==> src/rtl/pe_config_sequencer_if.sv <==
// Config/issue bus for the PE configuration sequencer.
// Optional PE_SEQ_ITER_LIMIT_EN adds iter_limit and done.
interface pe_config_sequencer_if #(
   parameter int CW = 16
);
   logic          cfg_we;
   logic [3:0]    cfg_addr;
   logic [CW-1:0] cfg_wdata;
   logic [4:0]    ii_len;
   logic          start;
   logic          stop;
   logic [5:0]    operation;
   logic [2:0]    rhs_sel;
   logic [2:0]    lhs_sel;
   logic [2:0]    shift_sel;
   logic          issue_valid;
   logic [3:0]    slot;
   logic          wrap;
   logic          busy;
   logic          cfg_err;
`ifdef PE_SEQ_ITER_LIMIT_EN
   logic [15:0]   iter_limit;
   logic          done;
`endif

   modport master (
      output cfg_we, cfg_addr, cfg_wdata, ii_len, start, stop,
`ifdef PE_SEQ_ITER_LIMIT_EN
      output iter_limit,
      input  done,
`endif
      input  operation, rhs_sel, lhs_sel, shift_sel,
      input  issue_valid, slot, wrap, busy, cfg_err
   );

   modport slave (
      input  cfg_we, cfg_addr, cfg_wdata, ii_len, start, stop,
`ifdef PE_SEQ_ITER_LIMIT_EN
      input  iter_limit,
      output done,
`endif
      output operation, rhs_sel, lhs_sel, shift_sel,
      output issue_valid, slot, wrap, busy, cfg_err
   );
endinterface

==> src/rtl/pe_config_sequencer.sv <==
// Cycles a PE through up to DEPTH stored config words (modulo schedule).
// Optional PE_SEQ_ITER_LIMIT_EN: stop after iter_limit wraps, pulse done.
module pe_config_sequencer #(
   parameter int DEPTH = 16,
   parameter int CW    = 16
) (
   input logic                  clk,
   input logic                  reset,
   pe_config_sequencer_if.slave bus
);
   typedef enum logic {IDLE, RUN} state_t;

   localparam logic [5:0] DEPTH_W = 6'(DEPTH);

   state_t        state, state_d;
   logic [CW-1:0] mem [DEPTH];
   logic [CW-1:0] rd;
   logic [3:0]    cnt, cnt_d;
   logic [4:0]    ii_q, ii_d;
   logic [14:0]   fld_q, fld_d;
   logic          vld_q, vld_d;
   logic [3:0]    slot_q, slot_d;
   logic          wrap_q, wrap_d;
   logic          busy_q, busy_d;
   logic          err_q, err_d;
   logic          last, len_ok, fin;
`ifdef PE_SEQ_ITER_LIMIT_EN
   logic [15:0]   it_q, it_d;
   logic [15:0]   lim_q, lim_d;
   logic          done_q, done_d;
`endif

   // Storage has no reset: contents survive a mid-run reset.
   always_ff @(posedge clk) begin
      if (bus.cfg_we && state == IDLE)
         mem[bus.cfg_addr] <= bus.cfg_wdata;
   end

   always_ff @(posedge clk or posedge reset) begin
      if (reset) begin
         state  <= IDLE;
         cnt    <= '0;
         ii_q   <= '0;
         fld_q  <= '0;
         vld_q  <= 1'b0;
         slot_q <= '0;
         wrap_q <= 1'b0;
         busy_q <= 1'b0;
         err_q  <= 1'b0;
`ifdef PE_SEQ_ITER_LIMIT_EN
         it_q   <= '0;
         lim_q  <= '0;
         done_q <= 1'b0;
`endif
      end else begin
         state  <= state_d;
         cnt    <= cnt_d;
         ii_q   <= ii_d;
         fld_q  <= fld_d;
         vld_q  <= vld_d;
         slot_q <= slot_d;
         wrap_q <= wrap_d;
         busy_q <= busy_d;
         err_q  <= err_d;
`ifdef PE_SEQ_ITER_LIMIT_EN
         it_q   <= it_d;
         lim_q  <= lim_d;
         done_q <= done_d;
`endif
      end
   end

   always_comb begin
      state_d = state;
      cnt_d   = cnt;
      ii_d    = ii_q;
      fld_d   = '0;
      vld_d   = 1'b0;
      slot_d  = '0;
      wrap_d  = 1'b0;
      busy_d  = 1'b0;
      err_d   = 1'b0;
      rd      = mem[cnt];
      last    = ({1'b0, cnt} == ii_q - 5'd1);
      len_ok  = (bus.ii_len != '0) && ({1'b0, bus.ii_len} <= DEPTH_W);
`ifdef PE_SEQ_ITER_LIMIT_EN
      it_d    = it_q;
      lim_d   = lim_q;
      done_d  = 1'b0;
      // wrap_q high means the final slot of an iteration is on the outputs now
      fin     = (lim_q != '0) && wrap_q && (it_q == lim_q);
`else
      fin     = 1'b0;
`endif
      unique case (state)
         IDLE: begin
            if (bus.start && !bus.stop) begin
               if (len_ok) begin
                  state_d = RUN;
                  cnt_d   = '0;
                  ii_d    = bus.ii_len;
                  busy_d  = 1'b1;
`ifdef PE_SEQ_ITER_LIMIT_EN
                  it_d    = '0;
                  lim_d   = bus.iter_limit;
`endif
               end else begin
                  err_d = 1'b1;
               end
            end
         end
         RUN: begin
            err_d = bus.cfg_we;
            if (bus.stop || fin) begin
               state_d = IDLE;
               cnt_d   = '0;
`ifdef PE_SEQ_ITER_LIMIT_EN
               done_d  = fin;
`endif
            end else begin
               busy_d = 1'b1;
               slot_d = cnt;
               wrap_d = last;
               vld_d  = rd[15];
               fld_d  = rd[15] ? rd[14:0] : '0;
               cnt_d  = last ? 4'd0 : cnt + 4'd1;
`ifdef PE_SEQ_ITER_LIMIT_EN
               if (last)
                  it_d = it_q + 16'd1;
`endif
            end
         end
      endcase
   end

   assign bus.operation   = fld_q[5:0];
   assign bus.rhs_sel     = fld_q[8:6];
   assign bus.lhs_sel     = fld_q[11:9];
   assign bus.shift_sel   = fld_q[14:12];
   assign bus.issue_valid = vld_q;
   assign bus.slot        = slot_q;
   assign bus.wrap        = wrap_q;
   assign bus.busy        = busy_q;
   assign bus.cfg_err     = err_q;
`ifdef PE_SEQ_ITER_LIMIT_EN
   assign bus.done        = done_q;
`endif
endmodule

==> src/flat_wrapper.sv <==
// flat-port wrapper written by rule: the top's interface ports become plain ports
module pe_config_sequencer_flat 
#(
   parameter int DEPTH = 16,
   parameter int CW    = 16
)
  (clk, reset, bus_cfg_we, bus_cfg_addr, bus_cfg_wdata, bus_ii_len, bus_start, bus_stop, bus_operation, bus_rhs_sel, bus_lhs_sel, bus_shift_sel, bus_issue_valid, bus_slot, bus_wrap, bus_busy, bus_cfg_err);
  pe_config_sequencer_if #(.CW(CW)) bus_i ();
  input logic clk;
  input logic reset;
  input wire logic [$bits(bus_i.cfg_we)-1:0] bus_cfg_we;
  input wire logic [$bits(bus_i.cfg_addr)-1:0] bus_cfg_addr;
  input wire logic [$bits(bus_i.cfg_wdata)-1:0] bus_cfg_wdata;
  input wire logic [$bits(bus_i.ii_len)-1:0] bus_ii_len;
  input wire logic [$bits(bus_i.start)-1:0] bus_start;
  input wire logic [$bits(bus_i.stop)-1:0] bus_stop;
  output wire logic [$bits(bus_i.operation)-1:0] bus_operation;
  output wire logic [$bits(bus_i.rhs_sel)-1:0] bus_rhs_sel;
  output wire logic [$bits(bus_i.lhs_sel)-1:0] bus_lhs_sel;
  output wire logic [$bits(bus_i.shift_sel)-1:0] bus_shift_sel;
  output wire logic [$bits(bus_i.issue_valid)-1:0] bus_issue_valid;
  output wire logic [$bits(bus_i.slot)-1:0] bus_slot;
  output wire logic [$bits(bus_i.wrap)-1:0] bus_wrap;
  output wire logic [$bits(bus_i.busy)-1:0] bus_busy;
  output wire logic [$bits(bus_i.cfg_err)-1:0] bus_cfg_err;
  assign bus_i.cfg_we = bus_cfg_we;
  assign bus_i.cfg_addr = bus_cfg_addr;
  assign bus_i.cfg_wdata = bus_cfg_wdata;
  assign bus_i.ii_len = bus_ii_len;
  assign bus_i.start = bus_start;
  assign bus_i.stop = bus_stop;
  assign bus_operation = bus_i.operation;
  assign bus_rhs_sel = bus_i.rhs_sel;
  assign bus_lhs_sel = bus_i.lhs_sel;
  assign bus_shift_sel = bus_i.shift_sel;
  assign bus_issue_valid = bus_i.issue_valid;
  assign bus_slot = bus_i.slot;
  assign bus_wrap = bus_i.wrap;
  assign bus_busy = bus_i.busy;
  assign bus_cfg_err = bus_i.cfg_err;
  pe_config_sequencer #(.DEPTH(DEPTH), .CW(CW)) u_core (.clk(clk), .reset(reset), .bus(bus_i));
endmodule
==> config.mk <==
export PLATFORM = sky130hd
export DESIGN_NAME = pe_config_sequencer_flat
export DESIGN_NICKNAME = d
export VERILOG_FILES = /design/src/rtl/pe_config_sequencer_if.sv /design/src/rtl/pe_config_sequencer.sv /design/src/flat_wrapper.sv
export SDC_FILE = /design/constraint.sdc
export NUM_CORES = 1
export LEC_CHECK = 0
export CAP_MARGIN = 20
export CORE_MARGIN = 2
export CORE_UTILIZATION = 50
export DETAILED_ROUTE_END_ITERATION = 12
export PLACE_DENSITY = 0.69
export SYNTH_ARGS = -nofsm -noshare
export SYNTH_HDL_FRONTEND = slang
export SYNTH_SLANG_ARGS = --single-unit
==> constraint.sdc <==
create_clock -name clk -period 3.98 [get_ports clk]
set_clock_uncertainty 0.2 [all_clocks]
set_input_delay 0.796 -clock clk [delete_from_list [all_inputs] [get_ports clk]]
set_output_delay 0.796 -clock clk [all_outputs]
set_load 0.05 [all_outputs]
After elaboration in Yosys (flattened, before gate mapping). Memory sizes are Yosys's and may differ from the RTL's. Index checks and enable logic that the tools add are counted.

Output and inout port bits: 23. RAM bits: 256. Memories kept: 1. Input port bits: 30. Word-level logic and storage cells: 46. Register bits: 32.

Memory list: u_core.mem (depth 16, bits a word 16, read ports 1, clocked after memory_dff 0, wr ports 1, RTL line pe_config_sequencer.sv:16) `logic [CW-1:0] mem [DEPTH];`.

Bitwise operators: 1. $lt $le $gt $ge: 1. Muxes and demuxes: 23. Reductions and logical operators: 7. Add/subtract/negate cells: 2. Equality and inequality tests: 3.

Operator list (number): $mux W15 (3); $mux W4 (6); $mux W1 (11); $pmux W4 S2 (1); $eq A4 B5 Y1 (1); $le A5 B5 Y1 const B (1); $reduce_bool A5 Y1 (1); $sub A5 B1 Y5 const B (1); $add A4 B1 Y4 const B (1); $pmux W1 S2 (2); $logic_and A1 B1 Y1 (3); $reduce_and A3 Y1 (1); $ne A2 B1 Y1 const B (1); $ne A2 B2 Y1 const B (1); $reduce_and A2 Y1 (1); $logic_not A1 Y1 (1); $not A1 Y1 (1).

Depth between registers and ports, before layout.
Depth after elaboration: 5. Depth in mapped cells: 8. Depth with buffers taken out: 7.

Least setup slack after synthesis. No wires, ideal clock.

Path kind: input-to-reg. Start point: input bus_cfg_we. End point: memory u_core.mem[8][0] (enable). Data required time: 3.371 ns. Path slack: 0.863 ns. Library setup time: 0.409 ns. Stages on the path: 3. Arrival time: 2.508 ns. Cell sequence: nand2b_1 -> or3b_2 -> nor3_1.

Word-level cells in the longest chain between the ends: 3.

Ends and longest elaborated chain: start: declaration (RTL line flat_wrapper.sv:11) `input wire logic [$bits(bus_i.cfg_we)-1:0] bus_cfg_we;`; $logic_and A1 B1 Y1 (RTL line pe_config_sequencer.sv:35) `if (bus.cfg_we && state == IDLE)`; $mux W1 (RTL line pe_config_sequencer.sv:35); $mux W1 (not written as such) (RTL line pe_config_sequencer.sv:36) `mem[bus.cfg_addr] <= bus.cfg_wdata;`; end: declaration (RTL line pe_config_sequencer.sv:16).

Every way passes these cells.

==> run summary <==
Yosys warns: 0
Worst path depth: 1
TritonCTS Buffers: 30
Kind of critical path: reg -> out
Resized cells post-CTS: 0
Initial antenna violation count: 0
Yosys reg bits: 288
Placed inst area: 12100 sq um
M1 WL: 9320 um
DR iter-0 viols: 579
Final Instance Area: 13100 sq um
Cell Rows: 54
# DRC: 0
Number of vias per cell: 6.07
Post-synthesis sequential area ratio: 0.769
Avg Synthesized Cell Area: 22.6 sq um
Max_cap viols: 0
Gate power share: 0.119
Clock buffer depth: 3
Power share of the clock group: 0.400
Met3 wire length: 1730 um
CTS root buf: clkbuf_16
Gpl congestion: 0.798
Total global routing overflow: 0
P per Cell Area: 544 nW/um^2
Worst path top cell family by delay: buffers and inverters
Origin of the critical flop-to-flop path: u_core.cnt[0]$_DFFE_PP0P_
WHS Endpoint: u_core.ii_q[1]$_DFFE_PP0P_
Psw: 1.57 mW
Final WL: 22900 um
Worst-Skew Late Latency: 540 ps
Die area: 23300 sq um
Tcrit/Tclk final: 0.723
Mapped Cells: 489
Chip width: 153 um
CTS tree: done
WP data required: 2980 ps
GRT Util Overall: 0.198
Fin. Hold Viols: 0
Vias: 5396
Post-CTS setup repair buffer count: 0
Total nets after synthesis: 521
Core Area: 21800 sq um
Hold Path Class: reg -> reg
Critical-path cell list: clkdlybuf4s50_1
Vias in the first global route: 5595
I/O pin cnt: 53
CP bufs+invs: 1
CP endpoint kind: output port
Min-delay src: u_core.ii_q[1]$_DFFE_PP0P_
Worst setup margin: 1100 ps
Worst reg2reg path depth: 4
Unrepaired setup endpoints after global routing: no
Die Span Y: 153 um
Cells after DPL: 831
H-tree Lvls: 1
Leakage: 4.36 nW
Register Area: 8490 sq um
Top layer used by detailed routing: met4
Worst Hold Margin: 360 ps
Average wire per standard cell: 25.8 um
Internal: 5.57 mW
Non-filler cells, final: 889
Sw frac: 0.220
Slowest stage delay, CP: 860 ps
Total Power Consumption: 7.14 mW
Util after Layout: 0.603
Finish-stage setup viols: 0
Nets: 616
Largest net degree at the start of global routing: 35
Sequential share of power: 0.481
Worst-margin pin slew: 1040 ps
Crit-path max FO: 9
Initial Utilization: 0.507
Post-route setup TNS: 0 ps
Crit-path slowest cell: clkdlybuf4s50_1
DPL Wire Length: 13800 um
Detail Route Antenna Nets: 0
Fmax: 348 MHz
FF-to-FF End: u_core.fld_q[12]$_DFF_PP0_
Share of cells above drive strength 1: 0.301
Yosys cell types: 31
Hold path depth: 1
Worst vdd ir: 280 uV
Pre-CTS setup slack: 896 ps
Port bufs: 52
Setup crit start kind: flip-flop
Worst-path clk slew: 60 ps
Register-to-register setup slack: 1190 ps
Synth-to-Final Area Change: 19.0%
Max Slew Vio Count: 0
Met2 Wirelength: 11200 um
Crit path arrival time: 1880 ps
CTS hold repair buffers: 0
Outcome: finished clean
Filler cells: 1511
Mapped cell area: 11000 sq um
First-pass GRT wire length: 34500 um
Slew headroom: 0.295
Drt first pass iters: 5
Area of the multi-input gates: 2400 sq um
Sinks on the clock net: 288
Minimum period implied by the final worst setup slack: 2880 ps
==> cell families (layout without fill, tap and decap cells) <==
family / count (synthesis) / count (layout) / share of synthesized area
and+or+nand+nor: 69 / 69 / 0.0327
other: 0 / 1 / 0
buffers and inverters: 30 / 149 / 0.0175
adders and majority gates: 2 / 2 / 0.00227
xor gates and xnor gates: 6 / 6 / 0.00476
AOI/OAI and AO/OA: 9 / 9 / 0.00499
muxes: 85 / 85 / 0.168
DFF: 288 / 288 / 0.769
==> final cells by class <==
cell class / instances / area share
Timing Repair Buffer: 85 / 0.0620
Tap cell: 280 / 0.0267
Clock inverter: 12 / 0.0128
Inverter: 8 / 0.00229
Clock buffer: 44 / 0.0659
Antenna cell: 1 / 0.000191
Sequential cell: 288 / 0.647
Multi-Input combinational cell: 171 / 0.183
==> worst max-delay path by stage <==
stage                            from                     endpoint
2_1_floorplan              bus_cfg_we   u_core.mem[8][0]$_DFFE_PP_
3_3_place_gp               bus_cfg_we  u_core.mem[1][11]$_DFFE_PP_
3_5_place_dp            bus_ii_len[1]   u_core.ii_q[0]$_DFFE_PP0P_
4_1_cts        u_core.state$_DFF_PP0_                     bus_busy
5_1_grt        u_core.state$_DFF_PP0_                     bus_busy
6_report       u_core.state$_DFF_PP0_                     bus_busy
==> routing by layer <==
metal  vias to the layer above  track usage
met5                         -            0
met2                       245        0.325
met1                      2879        0.275
met3                        48       0.0390
li1                       2224            -
met4                         0       0.0613
==> power groups by stage <==
stage | Sequential, mW | Clock, mW | Combinational [mW]
after floorplan | 3.48 | 0 | 0.634
after global placement | 3.49 | 0 | 0.830
after detailed placement | 3.50 | 0 | 0.849
after CTS | 3.44 | 2.90 | 0.858
after global routing | 3.44 | 3.02 | 0.904
final | 3.43 | 2.85 | 0.849
==> layout by cell type, fill, tap and decap left out, types with 2 or more instances in the layout <==
master | synthesis | routed
and3_1 | 16 | 16
buf_12 | 1 | 2
buf_4 | 0 | 30
bufinv_16 | 0 | 4
clkbuf_1 | 5 | 9
clkbuf_16 | 0 | 31
clkbuf_8 | 0 | 4
clkdlybuf4s50_1 | 0 | 52
clkinv_1 | 0 | 2
clkinv_2 | 0 | 3
dfrtp_1 | 32 | 30
edfxtp_1 | 256 | 256
ha_1 | 2 | 2
inv_1 | 8 | 8
mux2_2 | 5 | 5
mux4_2 | 80 | 80
nand2_1 | 5 | 5
nand2b_1 | 6 | 6
nand3_1 | 3 | 3
nand4b_1 | 2 | 2
nor2_1 | 22 | 10
nor2_2 | 0 | 12
nor2b_1 | 2 | 2
nor3_1 | 7 | 3
nor3_2 | 0 | 4
nor4_1 | 2 | 2
o21ai_0 | 5 | 5
xnor2_1 | 3 | 3
xor2_1 | 3 | 3
==> cell usage after synthesis (all sizes together) <==
cell type,n,area [sq um]
a21oi,1,5.00
a22o,1,8.76
and3,16,100
buf,17,144
clkbuf,5,18.8
dfrtp,32,801
edfxtp,256,7690
ha,2,25.0
inv,8,30.0
mux2,5,56.3
mux4,80,1800
nand2,5,18.8
nand2b,6,37.5
nand3,3,15.0
nand3b,1,7.51
nand4b,2,17.5
nor2,22,82.6
nor2b,2,12.5
nor3,7,35.0
nor4,2,12.5
o211ai,1,7.51
o21ai,5,25.0
o311ai,1,8.76
or2,1,6.26
or3,1,6.26
or3b,1,8.76
xnor2,3,26.3
xor2,3,26.3
==> registers in the layout, indices dropped and copies added, names as in the netlist <==
| name | flops |
|---|---|
| u_core.ii_q | 5 |
| u_core.mem | 256 |
| u_core.bus.cfg_err | 1 |
| u_core.fld_q | 15 |
| u_core.cnt | 4 |
| u_core.bus.slot | 4 |
| u_core.state | 1 |
| u_core.bus.issue_valid | 1 |
| u_core.bus.wrap | 1 |
No activity file was read; power rests on OpenSTA's default activity.
==> edit (same flow settings) <==
Take the reset off `ii_q` and load it in a clocked block of its own.
--- a/src/rtl/pe_config_sequencer.sv
+++ b/src/rtl/pe_config_sequencer.sv
@@ -40,7 +40,6 @@
       if (reset) begin
          state  <= IDLE;
          cnt    <= '0;
-         ii_q   <= '0;
          fld_q  <= '0;
          vld_q  <= 1'b0;
          slot_q <= '0;
@@ -55,7 +54,6 @@
       end else begin
          state  <= state_d;
          cnt    <= cnt_d;
-         ii_q   <= ii_d;
          fld_q  <= fld_d;
          vld_q  <= vld_d;
          slot_q <= slot_d;
@@ -68,6 +66,10 @@
          done_q <= done_d;
 `endif
       end
+   end
+
+   always_ff @(posedge clk) begin
+      ii_q <= ii_d;
    end
 
    always_comb begin
Formal check against the unedited RTL: same outputs for any inputs over 4 cycles, from zero or initial values and one cycle with reset high; that may be too few to reach the edited logic, so the function may still have changed.
==> edit against the unedited design <==
Synthesized area up 0.56%; design area decreased by 0.80%; synthesized cell count down 2.2%; non-clock buffer count shrank 10; register-to-register slack lost 0.03 ns; sequential cell count unchanged; total power decreased by 4.8%; setup slack better by 0.056 ns; wire length fell by 3.2%; hold slack gained 0.049 ns; largest power group unchanged.
==> edit: results (changes against the unedited design) <==
metric;value;unit;change
number of synthesized flops with an enable pin;261;;+2.0%
pin count of the biggest net entering global routing;31;;-11%
Global Route Usage Sum;19.4;%;-0.42 points
GR Layer Usage met2;31.8;%;-0.74 points
DRT Pass-1 Iters;4;;-1
max_cap viols;0;;unchanged
P_leak;0.00423;uW;-3.0%
CP arrival;3.01;ns;+1.13 ns
fill count;1546;;+2.3%
synth unique cells;38;;+23%
layout net count;595;;-3.4%
internal reg-to-reg setup slack;1.16;ns;-0.03 ns
Critical Path Slowest Stage Cell;dfrtp_4;;
share of cells above drive strength 1;28.1;%;-2.0 points
hold endpoint;u_core.bus.cfg_err;;
WL final;22.2;mm;-3.2%
routability cong.;0.753;;-5.7%
Comb power frac;9.0;%;-2.9 points
Cell Area, Placed;0.0120;sq mm;-0.33%
worst vdd ir;0.357;mV;+28%
DP Wirelength;12.1;mm;-12%
end of the worst register-to-register path;u_core.fld_q[5];;
vias in the first global route;5394;;-3.6%
CP peak stage delay;0.69;ns;-0.17 ns
Antenna Diode Count;0;;-1
first-pass GRT wire length;33.7;mm;-2.3%
Clk pwr share;40.8;%;+0.8 points
met1 Use GR;28.6;%;+1.1 points
routing usage on met3;2.89;%;-1.0 points
CP Launch Point;u_core.cnt[0];;
max_slew headroom;42.0;%;+13 points
Area contributors post-synth;edfxtp_1 71%, mux4_2 15%, dfrtp_1 6.1%;;
CTS buffer count;29;;-3.3%
status;finished clean;;
syn nets;510;;-2.1%
hold_sp;u_core.state;;
CP top delay family;multiplexers;;
Seq/Total Area, Yosys;76.7;%;-0.20 points
maximum fanout along the worst path;28;;+19
## edit: changes by cell type after synthesis, sizes merged, moves of 3 or more
| cell | before | now |
|---|---|---|
| a31oi | 0 | 3 |
| and2 | 0 | 4 |
| and3 | 16 | 0 |
| dfrtp | 32 | 27 |
| edfxtp | 256 | 261 |
| inv | 8 | 5 |
| nor2 | 22 | 18 |
| nor2b | 2 | 16 |
| o21ai | 5 | 1 |
## edit: worst max path at each step
stage | end | cells after the start
floorplan | u_core.mem[0][0] | 3
global placement | u_core.mem[8][1] | 6
detailed placement | u_core.mem[8][0] | 6
CTS | u_core.fld_q[4] | 4
global route | u_core.fld_q[4] | 4
finish | u_core.fld_q[5] | 4
## edit: area by class of cell
type | count | share of cell area, %
flip-flops and latches | 288 | 65.4
multi-input cells | 164 | 18.6
clock buffers | 40 | 6.35
repair buffers | 75 | 5.42
well taps | 280 | 2.69
clock inverters | 12 | 1.31
inverters | 5 | 0.144
## edit: routing by layer
layer | wire, um | part of all wire [%]
met5 | 0 | 0
met4 | 408 | 1.8
met3 | 1840 | 8.3
met2 | 10800 | 49
met1 | 9130 | 41
## edit: through the flow
stage,util (%),total power (uW),std cells,setup slack [ns],hold WS [ns]
after detailed placement,55.1,4090,812,0.989,0.390
after CTS,59.6,6860,864,1.09,0.402
after global placement,55.1,4080,812,1.02,0.389
after floorplan,-,3940,478,1.00,0.326
after global routing,59.6,7010,864,0.974,0.438
final,59.6,6790,864,1.16,0.409
## edit: cell families after synthesis
kind of cell / count (synthesis) / synth area share [%]
DFF: 288 / 76.7
muxes: 82 / 16.6
and+or+nand+nor: 63 / 3.24
buffers and inverters: 26 / 1.76
AOI/OAI and AO/OA: 10 / 0.767
xor gates and xnor gates: 7 / 0.688
adders and majority gates: 2 / 0.226
